==> config.mk <==
export PLATFORM = sky130hd
export DESIGN_NAME = axi4_stream_pattern_source
export DESIGN_NICKNAME = d
export VERILOG_FILES = /design/src/rtl/axi4_stream_pattern_source.sv
export SDC_FILE = /design/constraint.sdc
export NUM_CORES = 1
export LEC_CHECK = 0
export CORE_UTILIZATION = 30
export CTS_CLUSTER_SIZE = 25
export DETAILED_ROUTE_END_ITERATION = 8
export GPL_TIMING_DRIVEN = 0
export SLEW_MARGIN = 5
export SYNTH_ARGS = -nofsm -noshare
export SYNTH_HDL_FRONTEND = slang
export SYNTH_SLANG_ARGS = --single-unit
export TNS_END_PERCENT = 10
==> constraint.sdc <==
create_clock -name clk -period 3.26 [get_ports clk]
set_input_delay 0.652 -clock clk [delete_from_list [all_inputs] [get_ports clk]]
set_output_delay 0.652 -clock clk [all_outputs]
set_load 0.005 [all_outputs]
==> src/rtl/axi4_stream_pattern_source.sv <==
// AXI4-Stream master that emits a bounded run of patterned beats.
// Optional tlast framing and inter-beat gaps are supported.
module axi4_stream_pattern_source #(
  parameter int unsigned      WIDTH         = 8,
  parameter int unsigned      COUNT_WIDTH   = 16,
  parameter int unsigned      PKT_LEN_WIDTH = 8,
  parameter int unsigned      GAP_WIDTH     = 4,
  parameter logic [WIDTH-1:0] TAPS          = WIDTH'(8'hB8)
) (
  input  logic                     clk,
  input  logic                     resetn,
  input  logic                     start,
  input  logic [COUNT_WIDTH-1:0]   beat_count,
  input  logic [PKT_LEN_WIDTH-1:0] pkt_len,
  input  logic [1:0]               mode,
  input  logic [WIDTH-1:0]         seed,
  input  logic [GAP_WIDTH-1:0]     gap_cycles,
  output logic [WIDTH-1:0]         m_axis_tdata,
  output logic                     m_axis_tvalid,
  output logic                     m_axis_tlast,
  input  logic                     m_axis_tready,
  output logic                     busy,
  output logic                     done,
  output logic [COUNT_WIDTH-1:0]   beats_sent
);

  typedef enum logic [1:0] {IDLE, SEND, GAP} state_t;

  state_t                   state, state_n;
  logic [WIDTH-1:0]         data_n;
  logic                     valid_n, last_n, busy_n, done_n;
  logic [COUNT_WIDTH-1:0]   sent_n, total_q, total_n;
  logic [PKT_LEN_WIDTH-1:0] pkt_q, pkt_n, plen_q, plen_n;
  logic [1:0]               mode_q, mode_n;
  logic [WIDTH-1:0]         seed_q, seed_n;
  logic [GAP_WIDTH-1:0]     gap_q, gap_n, gcnt_q, gcnt_n;

  logic                     hs;
  logic [COUNT_WIDTH-1:0]   sent_inc;
  logic [PKT_LEN_WIDTH-1:0] pkt_adv;

  assign hs       = m_axis_tvalid && m_axis_tready;
  assign sent_inc = beats_sent + COUNT_WIDTH'(1);
  assign pkt_adv  = m_axis_tlast ? '0 : pkt_q + PKT_LEN_WIDTH'(1);

  function automatic logic [WIDTH-1:0] next_value(input logic [1:0] m,
                                                  input logic [WIDTH-1:0] v,
                                                  input logic [WIDTH-1:0] s);
    case (m)
      2'd0:    next_value = v + WIDTH'(1);
      2'd1:    next_value = {v[WIDTH-2:0], ^(v & TAPS)};
      2'd2:    next_value = s;
      default: next_value = {v[WIDTH-2:0], v[WIDTH-1]};
    endcase
  endfunction

  // tlast for the beat following `sent` accepted beats, `pkt` of them in this packet
  function automatic logic beat_last(input logic [COUNT_WIDTH-1:0]   sent,
                                     input logic [COUNT_WIDTH-1:0]   total,
                                     input logic [PKT_LEN_WIDTH-1:0] pkt,
                                     input logic [PKT_LEN_WIDTH-1:0] plen);
    beat_last = (COUNT_WIDTH'(sent + COUNT_WIDTH'(1)) == total) ||
                ((plen != '0) && (PKT_LEN_WIDTH'(pkt + PKT_LEN_WIDTH'(1)) == plen));
  endfunction

  always_ff @(posedge clk) begin
    if (!resetn) begin
      state         <= IDLE;
      m_axis_tdata  <= '0;
      m_axis_tvalid <= 1'b0;
      m_axis_tlast  <= 1'b0;
      busy          <= 1'b0;
      done          <= 1'b0;
      beats_sent    <= '0;
      total_q       <= '0;
      pkt_q         <= '0;
      plen_q        <= '0;
      mode_q        <= '0;
      seed_q        <= '0;
      gap_q         <= '0;
      gcnt_q        <= '0;
    end else begin
      state         <= state_n;
      m_axis_tdata  <= data_n;
      m_axis_tvalid <= valid_n;
      m_axis_tlast  <= last_n;
      busy          <= busy_n;
      done          <= done_n;
      beats_sent    <= sent_n;
      total_q       <= total_n;
      pkt_q         <= pkt_n;
      plen_q        <= plen_n;
      mode_q        <= mode_n;
      seed_q        <= seed_n;
      gap_q         <= gap_n;
      gcnt_q        <= gcnt_n;
    end
  end

  always_comb begin
    state_n = state;
    data_n  = m_axis_tdata;
    valid_n = m_axis_tvalid;
    last_n  = m_axis_tlast;
    busy_n  = busy;
    done_n  = 1'b0;
    sent_n  = beats_sent;
    total_n = total_q;
    pkt_n   = pkt_q;
    plen_n  = plen_q;
    mode_n  = mode_q;
    seed_n  = seed_q;
    gap_n   = gap_q;
    gcnt_n  = gcnt_q;
    case (state)
      IDLE: begin
        if (start) begin
          sent_n = '0;
          if (beat_count != '0) begin
            total_n = beat_count;
            plen_n  = pkt_len;
            mode_n  = mode;
            seed_n  = seed;
            gap_n   = gap_cycles;
            pkt_n   = '0;
            state_n = SEND;
            busy_n  = 1'b1;
            valid_n = 1'b1;
            if (mode == 2'd3 || (mode == 2'd1 && seed == '0)) data_n = WIDTH'(1);
            else                                              data_n = seed;
            last_n  = beat_last('0, beat_count, '0, pkt_len);
          end else begin
            done_n = 1'b1;
          end
        end
      end
      SEND: begin
        if (hs) begin
          sent_n = sent_inc;
          pkt_n  = pkt_adv;
          if (sent_inc == total_q) begin
            state_n = IDLE;
            valid_n = 1'b0;
            last_n  = 1'b0;
            busy_n  = 1'b0;
            done_n  = 1'b1;
          end else if (gap_q != '0) begin
            state_n = GAP;
            valid_n = 1'b0;
            gcnt_n  = gap_q;
          end else begin
            data_n = next_value(mode_q, m_axis_tdata, seed_q);
            last_n = beat_last(sent_inc, total_q, pkt_adv, plen_q);
          end
        end
      end
      GAP: begin
        // data stays frozen during the gap; the next beat is formed on exit
        if (gcnt_q == GAP_WIDTH'(1)) begin
          state_n = SEND;
          valid_n = 1'b1;
          data_n  = next_value(mode_q, m_axis_tdata, seed_q);
          last_n  = beat_last(beats_sent, total_q, pkt_q, plen_q);
        end else begin
          gcnt_n = gcnt_q - GAP_WIDTH'(1);
        end
      end
      default: state_n = IDLE;
    endcase
  end

endmodule

* Yosys cells after proc, flatten, opt, wreduce, memory -nomap -nowiden *
Cells that the tools add are included.

cells by class
  add/sub/neg operators = 6
  eq/ne operators = 24
  mux-type cells = 51
  reduce and logical (&&, ||, !) cells = 29

operator list
  cell                                                                   count
  8-bit 2-to-1 mux                                                       11
  8-bit case mux with 3 select lines                                     2
  16-bit by 1-bit adder with 16-bit output, second input constant        2
  16-bit equality test                                                   2
  16-bit 2-to-1 mux                                                      2
  16-bit case mux with 2 select lines                                    1
  8-bit by 1-bit adder with 8-bit output, second input constant          3
  1-bit 2-to-1 mux                                                       18
  2-bit inequality test, second input constant                           9
  1-bit by 16-bit equality test with 1-bit output, first input constant  1
  8-bit equality test                                                    2
  4-bit 2-to-1 mux                                                       4
  8-bit case mux with 2 select lines                                     1
  16-bit nonzero test                                                    1
  8-bit nonzero test                                                     2
  5-bit AND reduction                                                    3
  2-bit 2-to-1 mux                                                       6
  6-bit AND reduction                                                    2
  1-bit by 8-bit equality test with 1-bit output, first input constant   1
  8-bit logical NOT                                                      1
  4-bit case mux with 2 select lines                                     1
  8-bit parity                                                           1
  7-bit AND reduction                                                    1
  2-bit by 1-bit equality test with 1-bit output, second input constant  3
  15 further kinds                                                       30

storage, ports and cells
  register bits after elaboration = 80
  output and inout bits = 28

* Logic depth before layout (Yosys ltp) *
Gate-level depths: netlist of the first run.

  depth after elaboration = 10
  gate-level depth with buffers = 13

* Worst setup path after synthesis of the first run *
No wires, ideal clock.

  kind = flip-flop to flip-flop
  start point = register beats_sent[0]
  end point = register m_axis_tdata[2]
  arrival time = 2.886 ns
  data required time = 3.144 ns
  slack = 0.258 ns
  stages on the path, launching flop included = 13
  clock period less this slack = 3.002 ns
  path through = dfxtp_1 > ha_1 > clkbuf_1 > xor2_1 > xnor2_1 > nand4_1 > nor4_1 > nand4b_4 > nand2_1 > a21o_1 > buf_4 > mux2i_1 > nor2b_1

between the ends
  longest elaborated chain between the ends = 4

RTL lines
  item                                      RTL line  source
  start: declaration                        24        output logic [COUNT_WIDTH-1:0] beats_sent
  start signal: assignment                  89        beats_sent <= sent_n;
  16-bit by 1-bit adder with 16-bit output  43        assign sent_inc = beats_sent + COUNT_WIDTH'(1);
  16-bit equality test                      141       if (sent_inc == total_q) begin
  2-bit inequality test (no line)           -
  7-bit AND reduction (no line)             -
  end signal: assignment                    84        m_axis_tdata <= data_n;
  end: declaration                          18        output logic [WIDTH-1:0] m_axis_tdata,

No other way between the ends.
A chain may end at the register's enable or synchronous reset.

* Worst setup path in the final report of the first run *
  start point = register beats_sent[1]
  end point = register m_axis_tlast

between the ends
  longest elaborated chain between the ends = 8

RTL lines
  item                                          RTL line  source
  16-bit by 1-bit adder with 16-bit output (*)  43, 62
  16-bit by 1-bit adder with 16-bit output      62        beat_last = (COUNT_WIDTH'(sent + COUNT_WIDTH'(1)) == total) ||
  16-bit equality test                          62
  1-bit logical OR                              62
  1-bit 2-to-1 mux                              147       end else if (gap_q != '0) begin
  1-bit 2-to-1 mux                              141
  1-bit 2-to-1 mux                              138       if (hs) begin
  1-bit case mux with 3 select lines            115       case (state)
  end signal: assignment                        86        m_axis_tlast <= last_n;
  end: declaration                              20        output logic m_axis_tlast,

Every way passes the cells marked *; elsewhere a longest branch is shown, timed or not. The select of a mux whose other input is x is not followed.

==> metrics.md, run 1 <==
| Metric | Value |
|---|---|
| Status | completed |
| Multiplexer area fraction after synthesis | 0.0106 |
| RD Place Congestion | around 0.9 |
| Synth Area in Adders | 0.0255 |
| Ant diodes | 0 |
| Critical Path Fanout Max | 9 |
| Mapped Nets | 828 |
| Worst Reg-to-Reg Cells | 10 |
| Per-cell routed wire length | between 15 and 20 µm |
| Hold Path Depth | 2 |
| Initial antenna violation count | 0 |
| Syn Area/Cell | 7.62 µm² |
| Crit path capture type | register |
| EDFF count, synth | 0 |
| Initial Util | 0.311 |
| Post-route ant nets | 0 |
| CP arrival | 3.40 ns |
| Crit start category | register |
| Fillers | ~2000 |
| Max cap viols | 0 |
| Compound-Gate Fraction of Synth Area | 0.224 |
| Yosys cell types | 78 |
| Synth top area share | 0.272 |
| First-pass GRT wire length | around 29000 µm |
| Power Dens Cells | 521 nW/µm² |
| Placed cell areas | 6900 µm² |
| Fin cells | 1126 |
| Largest family of logic cells by synthesized area | simple AND/OR/NAND/NOR gates |
| Remaining DRCs | 0 |
| Worst r2r src | beats_sent[1]$_SDFFE_PN0P_ |
| Maximum VDD drop | 0.283 mV |
| RSZ-0062 raised after global routing | yes |
| Worst Setup SP | beats_sent[1]$_SDFFE_PN0P_ |
| Simple-Gate Fraction of Synth Area | 0.322 |
| Final Net Count | roughly 920 |
| Worst hold path startpoint | seed_q[0]$_SDFFE_PN0P_ |
| Drt via density | 5.32 |
| Layout cells sized above 1 | 0.0820 |
| Hold Path Class | reg -> reg |
| Chip Width | 142 µm |
| Root Buffer | clkbuf_16 |
| XOR/XNOR Fraction of Synth Area | 0.105 |
| Fin Clk Skew | 0.0109 ns |
| Area grow syn2layout | 25.8% |
| Gr ovfl total | 0 |
| Clock Sinks | 80 |
| CORE AREA | approximately 19000 µm² |
| Fin crit period | 3.13 ns |
| Clock-pin slew on the worst setup and hold paths | 0.07 ns |
| Dpl cells | between 1000 and 1500 |
| Clock Tree Buf Depth | 2 |
| # H-tree levels | 3 |
| R2r endpoint | m_axis_tlast$_SDFFE_PN0P_ |
| Ys async rst share | 0 |
| Worst Tran Pin Value | 0.908 ns |
| Yosys top cell by area | dfxtp_1 |
| Final setup vio count | 0 |
| Largest net degree at the start of global routing | 14 |
| Synthesized area | 5890 µm² |
| Dpl ws | -0.483 ns |
| Mapped Cells | 774 |
| Final WS setup | ~0.13 ns |
| Synth Register Bits | 80 |
| Vias in the first global route | between 5000 and 6000 |
| P_leak | approximately 0.0027 µW |
| TritonCTS buffer count | 9 |
| CP required | 3.53 ns |
| R2r setup slk | 0.13 ns |
| Overall Global Routing Usage | 0.182 |
| Register area share after synthesis | 0.272 |
| Num rows | 50 |
| DR vias | 5989 |
| Final worst path period share | 0.960 |
| Max frequency | 320 MHz |
| Initial DRC count | 511 |
| Hold Vio Cnt, Final | 0 |
| DIE AREA | 20200 µm² |
| Yosys warning total | 0 |
| Count of input and output buffers | 68 |
| Clock Latency Late Sink | 0.35 ns |
| Dpl hpwl | 13500 µm |
| Worst Hold End | seed_q[0]$_SDFFE_PN0P_ |
| Router iterations before antenna repair | 6 |
| Area contributors post-synth | dfxtp_1 27%, nand2_1 7.8%, a21boi_0 5.7%, xnor2_1 5.6%, xor2_1 3.9% |
| Die Y | 142 µm |
| CTS tree | yes |
| Tot Pwr | 3860 µW |
| Slew headroom | 0.392 |
| Slew Limit Fails | 0 |
| Final instance area | 7420 µm² |
| Top FF cell, synth | dfxtp_1 |
| I/O pin count | 70 |
| Critical path type | reg -> reg |
| Routed Wire Length | approximately 18000 µm |
## synthesized netlist by cell type (3+ instances only)
cell and count:
a21boi_0 45, a21boi_1 6, a21o_1 6, a21oi_1 37, a221o_1 7, a22oi_1 4
a31oi_1 5, and2_1 11, and3_1 15, and3b_1 3, and4_1 4, buf_2 7
clkbuf_1 37, dfxtp_1 80, ha_1 12, inv_1 12, mux2i_1 4, nand2_1 123
nand2b_1 12, nand3_1 24, nand3b_1 5, nand4_1 18, nor2_1 40, nor2b_1 30
nor3_1 21, nor4_1 12, nor4_2 3, o211ai_1 4, o21a_1 3, o21ai_0 42
o22ai_1 3, or3_1 13, or4_1 6, xnor2_1 38, xor2_1 26
## per-layer routing
metal	wire length, µm	global-route usage
met1	8680	0.261
met2	7960	0.275
met3	1090	0.0273
met4	340	0.0640
met5	0	0
## worst max-delay path: stages (launching register included)
cell     delay (ns)
dfxtp_1        0.40
buf_2          0.26
nand4_4        0.25
nor3_4         0.34
xor2_2         0.36
nand4_4        0.26
or3_1          0.40
a221o_1        0.32
o41ai_1        0.09
a31oi_1        0.18
o31ai_2        0.19
## power breakdown
part	internal, µW	switching (µW)	leakage, µW
registers	1110	164	0.000655
logic	636	833	0.00187
clock network	680	437	0.000158
total	2430	1430	0.00268
## final cells by class
type                    count  area (µm²)  area share
flip-flops and latches     80        1610       0.217
well taps                 260         325      0.0439
inverters                  12        45.0     0.00607
clock buffers              13         280      0.0378
clock inverters             3        46.3     0.00624
multi-input cells         635        4170       0.562
plain buffers              46         198      0.0267
repair buffers             77         748       0.101
## how the worst max path moves through the flow
stage,slack (ns),depth (start not counted),endpoint
floorplan,0.26,12,m_axis_tdata[2]$_SDFFE_PN0P_
global placement,-0.52,12,m_axis_tdata[2]$_SDFFE_PN0P_
detailed placement,-0.48,12,m_axis_tdata[2]$_SDFFE_PN0P_
CTS,0.007,11,m_axis_tdata[7]$_SDFFE_PN0P_
global route,-0.03,11,m_axis_tlast$_SDFFE_PN0P_
finish,0.13,10,m_axis_tlast$_SDFFE_PN0P_
## cells in the final DEF (no fill, tap or decap), types with 20 or more instances in the layout
master and n:
nand2_1 123, dfxtp_1 76, clkdlybuf4s50_1 68, a21boi_0 45
o21ai_0 42, nor2_1 39, xnor2_1 37, a21oi_1 36
clkbuf_1 33, nor2b_1 30, nand3_1 24, xor2_1 23
nor3_1 20
## flip-flops by register name, summed over array words and instances (netlist names)
register and count:
state 2, busy 1, m_axis_tvalid 1, pkt_q 8, done 1, m_axis_tdata 8, gap_q 4, mode_q 2
seed_q 8, plen_q 8, beats_sent 16, total_q 16, gcnt_q 4, m_axis_tlast 1
## repair_timing
| action | in CTS | in global routing |
|---|---|---|
| endpoints found under the setup margin | 17 | 16 |
| resized for setup | 7 | 21 |
| hold buffers | 0 | 0 |
| setup buffers | 0 | 9 |
| pin swaps | 1 | 5 |
## stage by stage
step                utilization  TNS [ns]  hold slack, ns
finish                    0.391         0           0.469
global route              0.391   -0.0295           0.485
detailed placement        0.364     -5.88           0.462
global placement          0.364     -6.29           0.453
floorplan                     -         0           0.443
CTS                       0.383         0           0.471
## cells by family after synthesis
family / count (synthesis)
and+or+nand+nor: 356
AOI/OAI and AO/OA: 194
DFF: 80
xor gates and xnor gates: 67
buffers and inverters: 59
adders and majority gates: 12
muxes: 6
No activity file was read; power rests on OpenSTA's default activity.
==> run 2: changes to the inputs <==
--- a/config.mk
+++ b/config.mk
@@ -8,6 +8,7 @@
 export CORE_UTILIZATION = 30
 export CTS_CLUSTER_SIZE = 25
 export DETAILED_ROUTE_END_ITERATION = 8
+export GPL_ROUTABILITY_DRIVEN = 0
 export GPL_TIMING_DRIVEN = 0
 export SLEW_MARGIN = 5
 export SYNTH_ARGS = -nofsm -noshare
==> constraint.sdc (replaced) <==
create_clock -name clk -period 2.95 [get_ports clk]
set_input_delay 0.59 -clock clk [delete_from_list [all_inputs] [get_ports clk]]
set_output_delay 0.59 -clock clk [all_outputs]
set_load 0.005 [all_outputs]
==> metrics.md, run 2 (synthesis results as in run 1) <==
| Metric | Value |
|---|---|
| Router iterations before antenna repair | 5 (-1) |
| Max frequency | 347 MHz (+8.4%) |
| P_leak | 0.00284 µW (+5.7%) |
| CORE AREA | 19000 µm² (unchanged) |
| DIE AREA | 20200 µm² (unchanged) |
| Final worst path period share | 0.978 (+0.0183) |
| Initial DRC count | 483 (-5.5%) |
| Final setup vio count | 0 (unchanged) |
| Post-CTS Hold Buffers | 0 (unchanged) |
| Chip Width | 142 µm (unchanged) |
| Critical Path Slowest Stage Cell | or4_4 |
| Gr ovfl total | 0 (unchanged) |
| Max cap viols | 0 (unchanged) |
| # H-tree levels | 3 (unchanged) |
| Remaining DRCs | 0 (unchanged) |
| RSZ-0062 raised after global routing | yes |
| Routed Wire Length | 18100 µm (+0.32%) |
| Commonest non-fill, non-tap cells in the layout | 121 x nand2_1, 73 x dfxtp_1, 68 x clkdlybuf4s50_1 |
| Max incr delay on CP | 0.60 ns (+0.20 ns) |
| Clock Latency Late Sink | 0.35 ns (about the same) |
| CP arrival | 3.12 ns (-0.28 ns) |
| Per-cell routed wire length | 15.9 µm (-1.2%) |
| Clock Sinks | 80 (unchanged) |
| I/O pin count | 70 (unchanged) |
| Count of input and output buffers | 68 (unchanged) |
| Num rows | 50 (unchanged) |
| Maximum VDD drop | 0.326 mV (+15%) |
| Layout cells sized above 1 | 0.125 (+0.0426) |
| Dpl hpwl | 13400 µm (-1.4%) |
| Hold Path Class | reg -> reg |
| Crit path capture type | register |
| Final Net Count | 932 (+1.9%) |
| Overall Global Routing Usage | 0.182 (-0.000276) |
| Setup TNS | 0 ns (unchanged) |
| Commonest non-fill, non-tap cell in the layout | nand2_1 |
| DR vias | 5993 (+0.067%) |
| Hold Vio Cnt, Final | 0 (unchanged) |
| Crit start category | register |
| Critical path type | reg -> reg |
| Post-route ant nets | 0 (unchanged) |
| Status | completed |
| Vias in the first global route | 5486 (+2.0%) |
| Slew Limit Fails | 0 (unchanged) |
| Clock Tree Buf Depth | 2 (unchanged) |
| CP required | 3.19 ns (-0.34 ns) |
| Power Dens Cells | 544 nW/µm² (+4.5%) |
| Largest net degree at the start of global routing | 15 (+1) |
| Critical-path cell list | ha_4, nand4_1, or4_4, xor2_2, a21o_1, nand4b_4, nand2_2, a21o_4, buf_6, a221o_1, and3_1 |
| Initial antenna violation count | 0 (unchanged) |
| Slew headroom | 0.350 (-0.0425) |
| Fin crit period | 2.89 ns (-0.244 ns) |
| Root Buffer | clkbuf_16 |
| Fin Clk Skew | 0.0112 ns (+0.000288 ns) |
| Ant diodes | 0 (unchanged) |
| Initial Util | 0.311 (unchanged) |
| Die Y | 142 µm (unchanged) |
| Drt via density | 5.24 (-1.4%) |
| Area grow syn2layout | 31.3% |
| Clock-pin slew on the worst setup and hold paths | 0.06 ns (about the same) |
| Final WS setup | 0.0640 ns (-0.0665 ns) |
| Critical Path Fanout Max | 10 (+1) |
| CTS tree | yes |
| TritonCTS buffer count | 9 (unchanged) |
| First-pass GRT wire length | 28900 µm (+0.94%) |
| Worst Tran Pin Value | 0.966 ns (+0.0582 ns) |
| Dpl ws | -0.708 ns (-0.225 ns) |
| Biggest regs | beats_sent x16, total_q x16 |
[run 2: final timing paths]
| path | slack [ns] | cells past startpoint | start | end |
|---|---|---|---|---|
| max | 0.06 | 11 | beats_sent[1]$_SDFFE_PN0P_ | m_axis_tdata[6]$_SDFFE_PN0P_ |
| min | 0.47 | 2 | seed_q[1]$_SDFFE_PN0P_ | seed_q[1]$_SDFFE_PN0P_ |
| max reg2reg | 0.06 | 11 | beats_sent[1]$_SDFFE_PN0P_ | m_axis_tdata[6]$_SDFFE_PN0P_ |
| min reg2reg | 0.47 | 2 | seed_q[1]$_SDFFE_PN0P_ | seed_q[1]$_SDFFE_PN0P_ |
[run 2: metal layers]
metal | up-vias | track usage | part of all wire
li1 | 2982 | - | -
met3 | 37 | 0.0299 | 0.044
met1 | 2822 | 0.251 | 0.49
met5 | - | 0 | 0
met2 | 152 | 0.283 | 0.44
met4 | 0 | 0.0662 | 0.028
[run 2: final cells by class]
cell class,instances,area (µm²)
Clock buffer,9,225
Multi-Input combinational cell,635,4330
Buffer,44,224
Timing Repair Buffer,96,903
Fill cell,1924,11200
Sequential cell,80,1620
Inverter,12,45.0
Clock inverter,7,70.1
Tap cell,260,325
[run 2: where the power goes]
part           internal, µW  total, µW  switching, µW
sequential             1230       1410            183
clock                   656       1150            490
combinational           728       1660            929
total                  2610       4210           1600
[run 2: repair_timing]
action / in CTS / in global routing
resized for setup: 33 / 42
setup endpoints to repair: 18 / 21
setup buffers: 11 / 17
pin swaps: 8 / 12
[run 2: per-stage QoR]
stage	power (µW)	utilization	hold WS, ns	cells	cell area (µm²)
2_1_floorplan	2440	-	0.443	774	5900
3_3_place_gp	3000	0.364	0.454	1102	6910
3_5_place_dp	3000	0.364	0.461	1102	6910
4_1_cts	4190	0.393	0.469	1128	7450
5_1_grt	4490	0.408	0.490	1143	7740
6_report	4210	0.408	0.466	1143	7740
[run 2: critical path: cells and delay by family (launching register included)]
family          cells  cell delay (ns)
fa+ha+maj           1             0.19
flops               1             0.40
xor+xnor            1             0.16
compound gates      3             0.68
simple gates        5             1.21
buf+inv             1             0.15
==> run 3: changes to the inputs <==
--- a/config.mk
+++ b/config.mk
@@ -5,11 +5,12 @@
 export SDC_FILE = /design/constraint.sdc
 export NUM_CORES = 1
 export LEC_CHECK = 0
-export CORE_UTILIZATION = 30
+export CORE_UTILIZATION = 54
 export CTS_CLUSTER_SIZE = 25
 export DETAILED_ROUTE_END_ITERATION = 8
 export GPL_ROUTABILITY_DRIVEN = 0
 export GPL_TIMING_DRIVEN = 0
+export PLACE_DENSITY = 0.78
 export SLEW_MARGIN = 5
 export SYNTH_ARGS = -nofsm -noshare
 export SYNTH_HDL_FRONTEND = slang
==> metrics.md, run 3 (synthesis results as in run 1) <==
| Metric | Value |
|---|---|
| Status | completed |
| Met2 GRT Util | 0.490 (+0.207) |
| Worst Reg-to-Reg Cells | 13 (+2) |
| Worst r2r src | beats_sent[0]$_SDFFE_PN0P_ |
| Layout cells sized above 1 | 0.122 (-0.00229) |
| Post-CTS Hold Buffers | 0 (unchanged) |
| Maximum VDD drop | 0.553 mV (+69%) |
| CTS tree | yes |
| Commonest non-fill, non-tap cells in the layout | 122 x nand2_1, 71 x dfxtp_1, 68 x clkdlybuf4s50_1 |
| Die Y | 106 µm (-25%) |
| Overall Global Routing Usage | 0.308 (+0.126) |
| Switch Pwr | 1580 µW (-1.6%) |
| Per-cell routed wire length | 17.7 µm (+11%) |
| DR vias | 6280 (+4.8%) |
| Fin cells | 1011 (-12%) |
| R2r endpoint | m_axis_tlast$_SDFFE_PN0P_ |
| Fin util | 0.714 (+0.305) |
| Dpl hpwl | 12800 µm (-4.4%) |
| Worst Hold End | seed_q[5]$_SDFFE_PN0P_ |
| Area grow syn2layout | 26.7% |
| Sw frac | 0.402 (+0.0216) |
| Max cap viols | 0 (unchanged) |
| Dpl cells | 978 (-11%) |
| Final instance area | 7470 µm² (-3.5%) |
| Gr busiest metal | met2 |
| RSZ-0062 raised after global routing | yes |
| Crit start category | register |
| Tot Pwr | 3920 µW (-6.9%) |
| Clock Sinks | 80 (unchanged) |
| Global-route track usage on met1 | 0.405 (+0.154) |
| Initial DRC count | 678 (+40%) |
| Power Dens Cells | 525 nW/µm² (-3.5%) |
| R2r setup slk | 0.02 ns (-0.04 ns) |
| CORE AREA | 10500 µm² (-45%) |
| Clock Latency Late Sink | 0.37 ns (+0.02 ns) |
| Worst hold path startpoint | seed_q[5]$_SDFFE_PN0P_ |
| Multi-input gate area | 4370 µm² (+0.81%) |
| Power Internal | 2350 µW (-10%) |
| Post-route ant nets | 0 (unchanged) |
| Final setup vio count | 0 (unchanged) |
| Largest net degree at the start of global routing | 15 (unchanged) |
| Count of input and output buffers | 68 (unchanged) |
| Routed Wire Length | 17900 µm (-1.5%) |
| P_leak | 0.00275 µW (-3.2%) |
| Router iterations before antenna repair | 5 (unchanged) |
| Placed cell areas | 6750 µm² (-2.2%) |
| Fin crit period | 2.93 ns (+0.0405 ns) |
| CP arrival | 3.22 ns (+0.10 ns) |
| Initial antenna violation count | 0 (unchanged) |
| Drt via density | 6.21 (+18%) |
| Setup TNS | 0 ns (unchanged) |
| Gr ovfl total | 0 (unchanged) |
| Final worst path period share | 0.992 (+0.0137) |
| Met3 Use GR | 0.0742 (+0.0442) |
| Clock-pin slew on the worst setup and hold paths | 0.09 ns (+0.03 ns) |
| Chip Width | 106 µm (-25%) |
| Fillers | 821 (-57%) |
| Critical path type | reg -> reg |
| Clock Tree Buf Depth | 2 (unchanged) |
| Critical Path Fanout Max | 7 (-3) |
| I/O pin count | 70 (unchanged) |
| CP required | 3.24 ns (+0.05 ns) |
| Slew headroom | 0.441 (+0.0913) |
| Worst Tran Pin Value | 0.835 ns (-0.131 ns) |
| TritonCTS buffer count | 9 (unchanged) |
| Initial Util | 0.563 (+0.252) |
| Slew Limit Fails | 0 (unchanged) |
| First-pass GRT wire length | 27800 µm (-4.0%) |
| # H-tree levels | 3 (unchanged) |
| Crit path capture type | register |
| Fin Clk Skew | 0.0119 ns (+0.000703 ns) |
| Vias in the first global route | 5735 (+4.5%) |
| Root Buffer | clkbuf_8 |
| Hold Path Depth | 2 (unchanged) |
| Commonest non-fill, non-tap cell in the layout | nand2_1 |
| Logic pwr share | 0.426 (+0.033) |
| Register area | 1620 µm² (+0.15%) |
| Hold Vio Cnt, Final | 0 (unchanged) |
| Max frequency | 342 MHz (-1.4%) |
| Hold Path Class | reg -> reg |
| DIE AREA | 11300 µm² (-44%) |
| Ant diodes | 0 (unchanged) |
| Remaining DRCs | 0 (unchanged) |
| Final Net Count | 924 (-0.86%) |
| Biggest regs | beats_sent x16, total_q x16 |
| Num rows | 37 (-26%) |
| Part of the power in registers | 0.360 (+0.025) |
| Clock power frac | 0.214 (-0.058) |
[run 3: per-stage QoR]
| step | hold slack, ns | setup slack [ns] |
|---|---|---|
| after floorplan | 0.443 | 0.0229 |
| after global placement | 0.455 | -0.469 |
| after detailed placement | 0.457 | -0.526 |
| after CTS | 0.471 | 0.00793 |
| after global routing | 0.493 | -0.0649 |
| final | 0.470 | 0.0235 |
[run 3: worst max path at each step]
| stage | startpoint | endpoint | slack (ns) | cells after the start |
|---|---|---|---|---|
| after global routing | beats_sent[0]$_SDFFE_PN0P_ | m_axis_tlast$_SDFFE_PN0P_ | -0.06 | 13 |
| after detailed placement | beats_sent[0]$_SDFFE_PN0P_ | m_axis_tdata[4]$_SDFFE_PN0P_ | -0.53 | 12 |
| after CTS | beats_sent[2]$_SDFFE_PN0P_ | m_axis_tlast$_SDFFE_PN0P_ | 0.008 | 10 |
| after floorplan | beats_sent[0]$_SDFFE_PN0P_ | m_axis_tdata[2]$_SDFFE_PN0P_ | 0.02 | 12 |
| after global placement | beats_sent[0]$_SDFFE_PN0P_ | m_axis_tdata[4]$_SDFFE_PN0P_ | -0.47 | 12 |
| final | beats_sent[0]$_SDFFE_PN0P_ | m_axis_tlast$_SDFFE_PN0P_ | 0.02 | 13 |
[run 3: worst max-delay path, stage by stage (launching register included)]
cell	delay, ns
dfxtp_4	0.42
buf_6	0.14
inv_1	0.07
ha_4	0.28
xor2_2	0.19
and2_4	0.19
nand4_1	0.17
nor4_4	0.39
nand4b_4	0.20
buf_4	0.18
a21bo_2	0.19
o311ai_2	0.08
a31oi_1	0.11
o31ai_2	0.24
[run 3: what timing repair did]
item,CTS,global route
setup buffers,9,12
resized for setup,30,60
setup endpoints to repair,19,14
pin swaps,10,17
endpoints found under the hold margin,0,0
gates cloned,0,0
[run 3: power by group through the flow]
stage / clock network (µW) / logic (µW) / registers [µW]
after floorplan: 0 / 1060 / 1380
after CTS: 847 / 1600 / 1400
after global placement: 0 / 1510 / 1420
after global routing: 895 / 1830 / 1430
after detailed placement: 0 / 1560 / 1430
final: 839 / 1670 / 1410
[run 3: cell type report]
cell class | instances | share of cell area
Multi-Input combinational cell | 635 | 0.585
Clock buffer | 10 | 0.0171
Timing Repair Buffer | 89 | 0.112
Buffer | 43 | 0.0310
Clock inverter | 6 | 0.00922
Tap cell | 136 | 0.0228
Inverter | 12 | 0.00603
Sequential cell | 80 | 0.217
[run 3: metal layers]
layer  routed length (µm)  vias up
met5                    0        -
met4                  456        0
met3                 1550       47
met2                 8230      314
met1                 7610     2954
li1                     -     2965
